$ cat src/rtl/crash_avoid_drive.sv
// Two-channel motor driver with a crash-avoidance sequence: FWD, then on an obstacle
// STOP -> REV -> TURN -> FWD (or STOP again if the obstacle persists).
module crash_avoid_drive #(
  parameter int unsigned PWM_PERIOD  = 100000,
  parameter int unsigned DUTY_FWD    = 70000,
  parameter int unsigned DUTY_REV    = 50000,
  parameter int unsigned DUTY_TURN   = 50000,
  parameter int unsigned STOP_CYCLES = 10000000,
  parameter int unsigned REV_CYCLES  = 50000000,
  parameter int unsigned TURN_CYCLES = 40000000
) (
  input  logic       clk,
  input  logic       reset,
  input  logic       enable,
  input  logic       isCrash,
  output logic       pwmLeft,
  output logic       pwmRight,
  output logic       dirLeft,
  output logic       dirRight,
  output logic [2:0] state
);

  localparam int unsigned MAX_A   = (STOP_CYCLES > REV_CYCLES) ? STOP_CYCLES : REV_CYCLES;
  localparam int unsigned MAX_CYC = (MAX_A > TURN_CYCLES) ? MAX_A : TURN_CYCLES;
  localparam int unsigned TW      = (MAX_CYC > 1) ? $clog2(MAX_CYC) : 1;
  localparam int unsigned CW      = (PWM_PERIOD > 1) ? $clog2(PWM_PERIOD) : 1;

  typedef enum logic [2:0] {
    IDLE = 3'd0,
    FWD  = 3'd1,
    STOP = 3'd2,
    REV  = 3'd3,
    TURN = 3'd4
  } driveState_t;

  driveState_t     curState, nextState;
  logic [TW-1:0]   timer, nextTimer;
  logic [CW-1:0]   pwmCnt, nextCnt;
  logic [31:0]     nextDuty;
  logic            nextDirL, nextDirR;
  logic            sync1, crashS;

  always_comb begin
    nextState = curState;
    if (!enable) begin
      nextState = IDLE;
    end else begin
      case (curState)
        IDLE: nextState = FWD;
        FWD:  if (crashS) nextState = STOP;
        STOP: if (timer == '0) nextState = REV;
        REV:  if (timer == '0) nextState = TURN;
        TURN: if (timer == '0) nextState = crashS ? STOP : FWD;
        default: nextState = IDLE;
      endcase
    end
  end

  // Timer and PWM counter restart on every state change so each state's
  // duration and PWM phase are measured from its own entry edge.
  always_comb begin
    nextTimer = timer;
    nextCnt   = pwmCnt;
    if (nextState != curState) begin
      nextCnt = '0;
      case (nextState)
        STOP:    nextTimer = TW'(STOP_CYCLES - 1);
        REV:     nextTimer = TW'(REV_CYCLES - 1);
        TURN:    nextTimer = TW'(TURN_CYCLES - 1);
        default: nextTimer = '0;
      endcase
    end else begin
      if (timer != '0) nextTimer = timer - 1'b1;
      if (32'(pwmCnt) >= PWM_PERIOD - 1) nextCnt = '0;
      else nextCnt = CW'(pwmCnt + 1'b1);
    end
  end

  always_comb begin
    nextDuty = '0;
    nextDirL = 1'b1;
    nextDirR = 1'b1;
    case (nextState)
      FWD:  nextDuty = DUTY_FWD;
      REV: begin
        nextDuty = DUTY_REV;
        nextDirL = 1'b0;
        nextDirR = 1'b0;
      end
      TURN: begin
        nextDuty = DUTY_TURN;
        nextDirR = 1'b0;
      end
      default: nextDuty = '0;
    endcase
  end

  always_ff @(posedge clk) begin
    if (reset) begin
      curState <= IDLE;
      timer    <= '0;
      pwmCnt   <= '0;
      sync1    <= 1'b0;
      crashS   <= 1'b0;
      pwmLeft  <= 1'b0;
      pwmRight <= 1'b0;
      dirLeft  <= 1'b1;
      dirRight <= 1'b1;
    end else begin
      sync1    <= isCrash;
      crashS   <= sync1;
      curState <= nextState;
      timer    <= nextTimer;
      pwmCnt   <= nextCnt;
      pwmLeft  <= (32'(nextCnt) < nextDuty);
      pwmRight <= (32'(nextCnt) < nextDuty);
      dirLeft  <= nextDirL;
      dirRight <= nextDirR;
    end
  end

  assign state = curState;

endmodule
$ cat config.mk
export PLATFORM = sky130hd
export DESIGN_NAME = crash_avoid_drive
export DESIGN_NICKNAME = d
export VERILOG_FILES = /design/src/rtl/crash_avoid_drive.sv
export SDC_FILE = /design/constraint.sdc
export NUM_CORES = 1
export LEC_CHECK = 0
export CORE_MARGIN = 2
export CORE_UTILIZATION = 45
export DETAILED_ROUTE_END_ITERATION = 12
export MAX_ROUTING_LAYER = met4
export PLACE_DENSITY = 0.65
export SETUP_SLACK_MARGIN = 0.02
export SLEW_MARGIN = 5
export SYNTH_ARGS = -nofsm -noshare
export SYNTH_HDL_FRONTEND = slang
export SYNTH_SLANG_ARGS = --single-unit
$ cat constraint.sdc
create_clock -name clk -period 7.1 [get_ports clk]
set_input_delay 1.065 -clock clk [delete_from_list [all_inputs] [get_ports clk]]
set_output_delay 1.065 -clock clk [all_outputs]
set_load 0.05 [all_outputs]
[After elaboration in Yosys (flattened, before gate mapping)]
Index checks and enable logic that the tools add are counted.
Storage, ports and cells
  flip-flop bits (word level): 51
  bits of input ports: 4
  output and inout port bits: 7
  word-level logic and storage cells: 41
Operators by class
  $add $sub $neg: 2
  order comparisons: 2
  equality and inequality tests: 9
  multiplexer cells: 15
  reduce and logical (&&, ||, !) cells: 5
Operators by type and width (number)
  case mux 26 bit (3 select lines): 1
  two-way mux 26 bit: 2
  two-way mux 17 bit: 2
  case mux 17 bit (2 select lines): 1
  less-than comparator 17 x 32 -> 1 bit: 1
  logical NOT 26 bit: 1
  nonzero test 26 bit: 1
  subtractor 26 x 1 -> 26 bit, second input constant: 1
  adder 17 x 1 -> 17 bit, second input constant: 1
  greater-or-equal comparator 17 bit, second input constant: 1
  two-way mux 3 bit: 5
  case mux 3 bit (5 select lines): 1
  == test 3 x 2 -> 1 bit, second input constant: 4
  == test 3 x 1 -> 1 bit, second input constant: 2
  == test 3 bit, second input constant: 2
  logical NOT 3 bit: 1
  != test 3 bit: 1
  two-way mux 1 bit: 2
  two-way mux 2 bit: 1
  nonzero test 2 bit: 1
  OR reduction 2 bit: 1

[Longest topological paths before layout]
  depth after elaboration: 8
  depth in mapped cells: 16
  depth with buffers taken out: 14

[Worst setup path after synthesis]
No wires, ideal clock.
  path kind: input to register
  start: input enable
  end: register pwmRight
  setup time: 0.066 ns
  arrival: 3.001 ns
  required time: 7.034 ns
  path slack: 4.033 ns
  cell stages on the path: 13
  buffers on the path: 2
  cells stage by stage: and3b_1 -> a21oi_1 -> nor3_1 -> or2_0 -> buf_4 -> nand2_1 -> buf_4 -> nor2_1 -> ha_1 -> a211o_1 -> a31oi_1 -> o221ai_1 -> a21oi_2
On the way
  elaborated cells between the ends (all ways): 9
  classes of those cells: order compare: 1; eq/ne: 4; mux: 3; reduce/logical: 1
RTL lines
  start, declared: line 14  | input logic enable,
  two-way mux 3 bit: line 45  | if (!enable) begin
  != test 3 bit: line 64  | if (nextState != curState) begin
  two-way mux 17 bit: line 64
  net nextCnt[14]: line 38  | logic [CW-1:0] pwmCnt, nextCnt;
  less-than comparator 17 x 32 -> 1 bit: line 116  | pwmRight <= (32'(nextCnt) < nextDuty);
  end signal, assigned: line 116
  end, declared: line 17  | output logic pwmRight,
The timed path passes the listed nets, and every way through them passes these cells.
A chain may end at the register's enable or synchronous reset.

[Worst setup path after layout]
Ends and elaborated chain as after synthesis.

==> impl_metrics.py <==
metrics = {
    "global_routing": {
        "grt_pass1_vias": 2411,
        "track_usage_pct": 18.77,
        "grt-ovfl-total": 0,
        "grt_start_max_net_pins": 28,
        "antenna_found_initial": 0,
        "grt_pass1_wl_um": 10910,
    },
    "cells_and_area": {
        "layout_common_cells": "dfxtp_1 (51), nor2_1 (45), nand2_1 (42)",
        "area_growth_syn_to_layout_pct": 6.751,
        "utilization_pct": 49.88,
        "stdcell_count": 444,
        "stdcell_area_sq_mm": 0.003186,
        "finalNetCount": 380,
        "final_common_cell": "dfxtp_1",
        "num_antenna_cells": 0,
        "final_layout_size_suffix_gt1_share_pct": 7.902,
    },
    "synthesis": {
        "yosysSeqAreaShare_pct": 34.21,
        "synth-compound-area-share_pct": 16.35,
        "synthAdderAreaFrac_pct": 4.193,
        "postSynthCellCount": 370,
        "synth_top_area_share_pct": 34.21,
        "synth_top_family_by_area": "simple AND/OR/NAND/NOR gates",
        "synthXorXnorAreaFrac_pct": 9.686,
        "synth_enable_flop_cells": 0,
        "yosysTopAreaCell": "dfxtp_1",
        "netlist_area_sq_mm": 0.002984,
        "synth-simple-area-share_pct": 29.98,
        "synthTopCellsByArea": "dfxtp_1 (34%), xor2_1 (6.2%), nor2_1 (5.7%)",
        "ys.warnings.count": 0,
        "yosysUniqueCellTypes": 55,
        "ys_ff_latch": 51,
        "yosys_most_used_dff": "dfxtp_1",
        "syn_nets": 384,
        "synthMuxAreaShare_pct": 0,
        "avgSynthCellArea_sq_um": 8.065,
        "async_reset_ff_share_pct": 0,
    },
    "cts": {
        "cts_resized": 0,
        "clk_path_buf_depth": 2,
        "path_clk_slew_ps": 100,
        "cts_buffers": 5,
        "cts.htree.levels": 2,
        "cts_sinks": 51,
        "cts-root-buf": "clkbuf_8",
        "clkLatencyLatePin_ps": 310,
        "cts_hold_buf": 0,
        "cts_setup_buffers": 0,
        "cts_tree": "built",
    },
    "floorplanning": {
        "io_pins": 11,
        "initial_core_util_pct": 46.73,
        "die_area_sq_mm": 0.007299,
        "die_w_um": 85.44,
        "row_count": 29,
        "core_area_sq_mm": 0.006386,
        "die_height_um": 85.44,
    },
    "setup_path": {
        "worst_path_largest_cell_delay_ps": 720,
        "cp_num_buf_inv": 1,
        "crit_slowest_cell": "clkdlybuf4s50_1",
        "crit_fanout": 13,
        "end_kind": "flop",
        "worst_path_dominant_cell_family": "simple AND/OR/NAND/NOR gates",
        "arrival_ps": 3860,
        "path_cells": "clkdlybuf4s50_1, and3b_1, a21oi_1, nor3_1, or2_0, nand2_1, nor2_1, ha_1, a211o_1, a31oi_1, o221ai_1, a21oi_2",
        "reg2reg_to": "pwmRight",
        "r2r_slack_ps": 3580,
        "required_ps": 7360,
        "r2r_start": "timer[0]",
        "path_class": "in -> reg",
        "start_kind": "input port",
        "rr_worst_depth": 13,
    },
    "sta": {
        "setup_tns_ps": 0,
        "rsz0062_at_grt": "false",
        "finClkSkew_ps": 19.78,
        "fmax_mhz": 277.4,
        "fin_crit_ps": 3604,
        "min_period_over_period_pct": 50.76,
        "setup_viol": 0,
        "worst_pin_slew_ps": 707.2,
        "slew_violations": 0,
        "relSlewSlack_pct": 52.54,
        "hold_viol_final": 0,
    },
    "power": {
        "comb_power_share_pct": 50.8,
        "switching_share_pct": 42.95,
        "p_int_uw": 695.8,
        "powerDensity_mw_per_mm2": 382.9,
        "power_frac_seq_pct": 31.9,
        "peakVddDrop_uv": 225.1,
        "clkPwrFrac_pct": 17.3,
        "p_leak_uw": 0.001181,
        "power_switching_uw": 523.8,
    },
    "min_path": {
        "min-delay-start": "sync1",
        "hold_class": "reg -> reg",
        "hold_end": "crashS",
        "holdPathStages": 1,
    },
    "drt": {
        "routedWlPerCell_um": 14.02,
        "first_iter_violations": 102,
        "via_per_inst": 5.714,
        "drc": 0,
        "vias": 2537,
        "drt-total-wl_um": 6223,
        "detail-route-antenna-nets": 0,
        "first_pass_iters": 4,
    },
    "run_status": {
        "status": "completed",
    },
    "placement": {
        "dp.cells": 436,
        "hpwl_um": 4415,
        "dpl-instance-area_sq_mm": 0.003070,
        "io_buffers": 10,
        "gp_congestion": 0.8736,
    },
    "job": {
        "maxCapViolations": 0,
    },
}
==> synthesized netlist by cell type (2+ instances only) <==
cell,count
or3_4,2
dfxtp_1,51
or3_1,4
a31oi_1,4
a211o_1,3
a21oi_1,30
o21ai_1,3
a211oi_2,2
or4_4,3
ha_1,10
nand3_1,12
or4_1,3
nor3_2,2
a21o_1,2
buf_4,4
buf_6,2
o211ai_1,5
nor2_1,45
nand4_1,9
clkbuf_1,10
o21ai_0,8
or2_1,2
a211oi_1,4
nor3_1,19
xor2_1,21
inv_1,11
a21boi_1,2
nor4_1,5
or2_2,2
nor4_4,2
xnor2_1,12
nor2b_1,5
buf_2,7
nand2b_1,2
nand2_1,42
==> logic make-up (layout without fill, tap and decap cells) <==
family                     Yosys count  in the layout
and+or+nand+nor                    169            169
AOI/OAI and AO/OA                   73             73
DFF                                 51             51
buffers and inverters               34             31
xor gates and xnor gates            33             33
adders and majority gates           10             10
==> state kept, by name, indices dropped and copies added (netlist names) <==
name / cells
sync1: 1
dirLeft: 1
pwmCnt: 17
dirRight: 1
timer: 26
crashS: 1
state: 3
pwmRight: 1
==> worst reg2reg max path, stage by stage, from the launching register on <==
cell and delay [ps]:
dfxtp_1 350, inv_1 70, ha_1 180, or3b_2 580, nor3_4 220, and3_1 440, nand2_1 170, a21o_1 200
a21oi_1 170, nand2_1 170, ha_1 380, and4_1 210, o2111a_1 220, a21oi_2 60
==> stage by stage <==
step | total power, uW | setup slack, ps | hold slack [ps]
floorplan | 935.6 | 4033 | 413.8
global placement | 1013 | 3261 | 443.7
detailed placement | 1015 | 3166 | 443.1
CTS | 1229 | 3506 | 466.2
global route | 1324 | 3245 | 483.9
finish | 1220 | 3496 | 458.5
==> how the worst max path moves through the flow <==
stage                          end  slack, ps  startpoint  cells after the start
after floorplan           pwmRight       4030      enable                     13
after global placement    pwmRight       3260      enable                     12
after detailed placement  pwmRight       3170      enable                     12
after CTS                 pwmRight       3510      enable                     12
after global routing      pwmRight       3240      enable                     12
final                     pwmRight       3500      enable                     12
==> final cells by class <==
| type | instances | area (sq um) |
|---|---|---|
| multi-input combinational | 285 | 1797 |
| sequential | 51 | 1021 |
| clock inverter | 3 | 46.29 |
| clock buffer | 5 | 68.82 |
| timing repair buffer | 12 | 115.1 |
| fill | 618 | 3201 |
| inverter | 11 | 41.29 |
| tap | 77 | 96.34 |
==> power by group through the flow <==
stage	clock (uW)	sequential, uW	combinational [uW]
after floorplan	0	387	549
after CTS	219	389	622
after detailed placement	0	395	620
final	211	389	619
after global placement	0	394	619
after global routing	230	397	697
==> per-layer routing <==
metal  global-route usage [%]  wire length, um  up-vias
li1                         -                -     1289
met1                    25.01             3084     1191
met2                    29.19             2798       48
met3                    3.405              241        9
met4                    5.339               98        0
met5                        -                0        -
(Power assumes the default switching activity.)
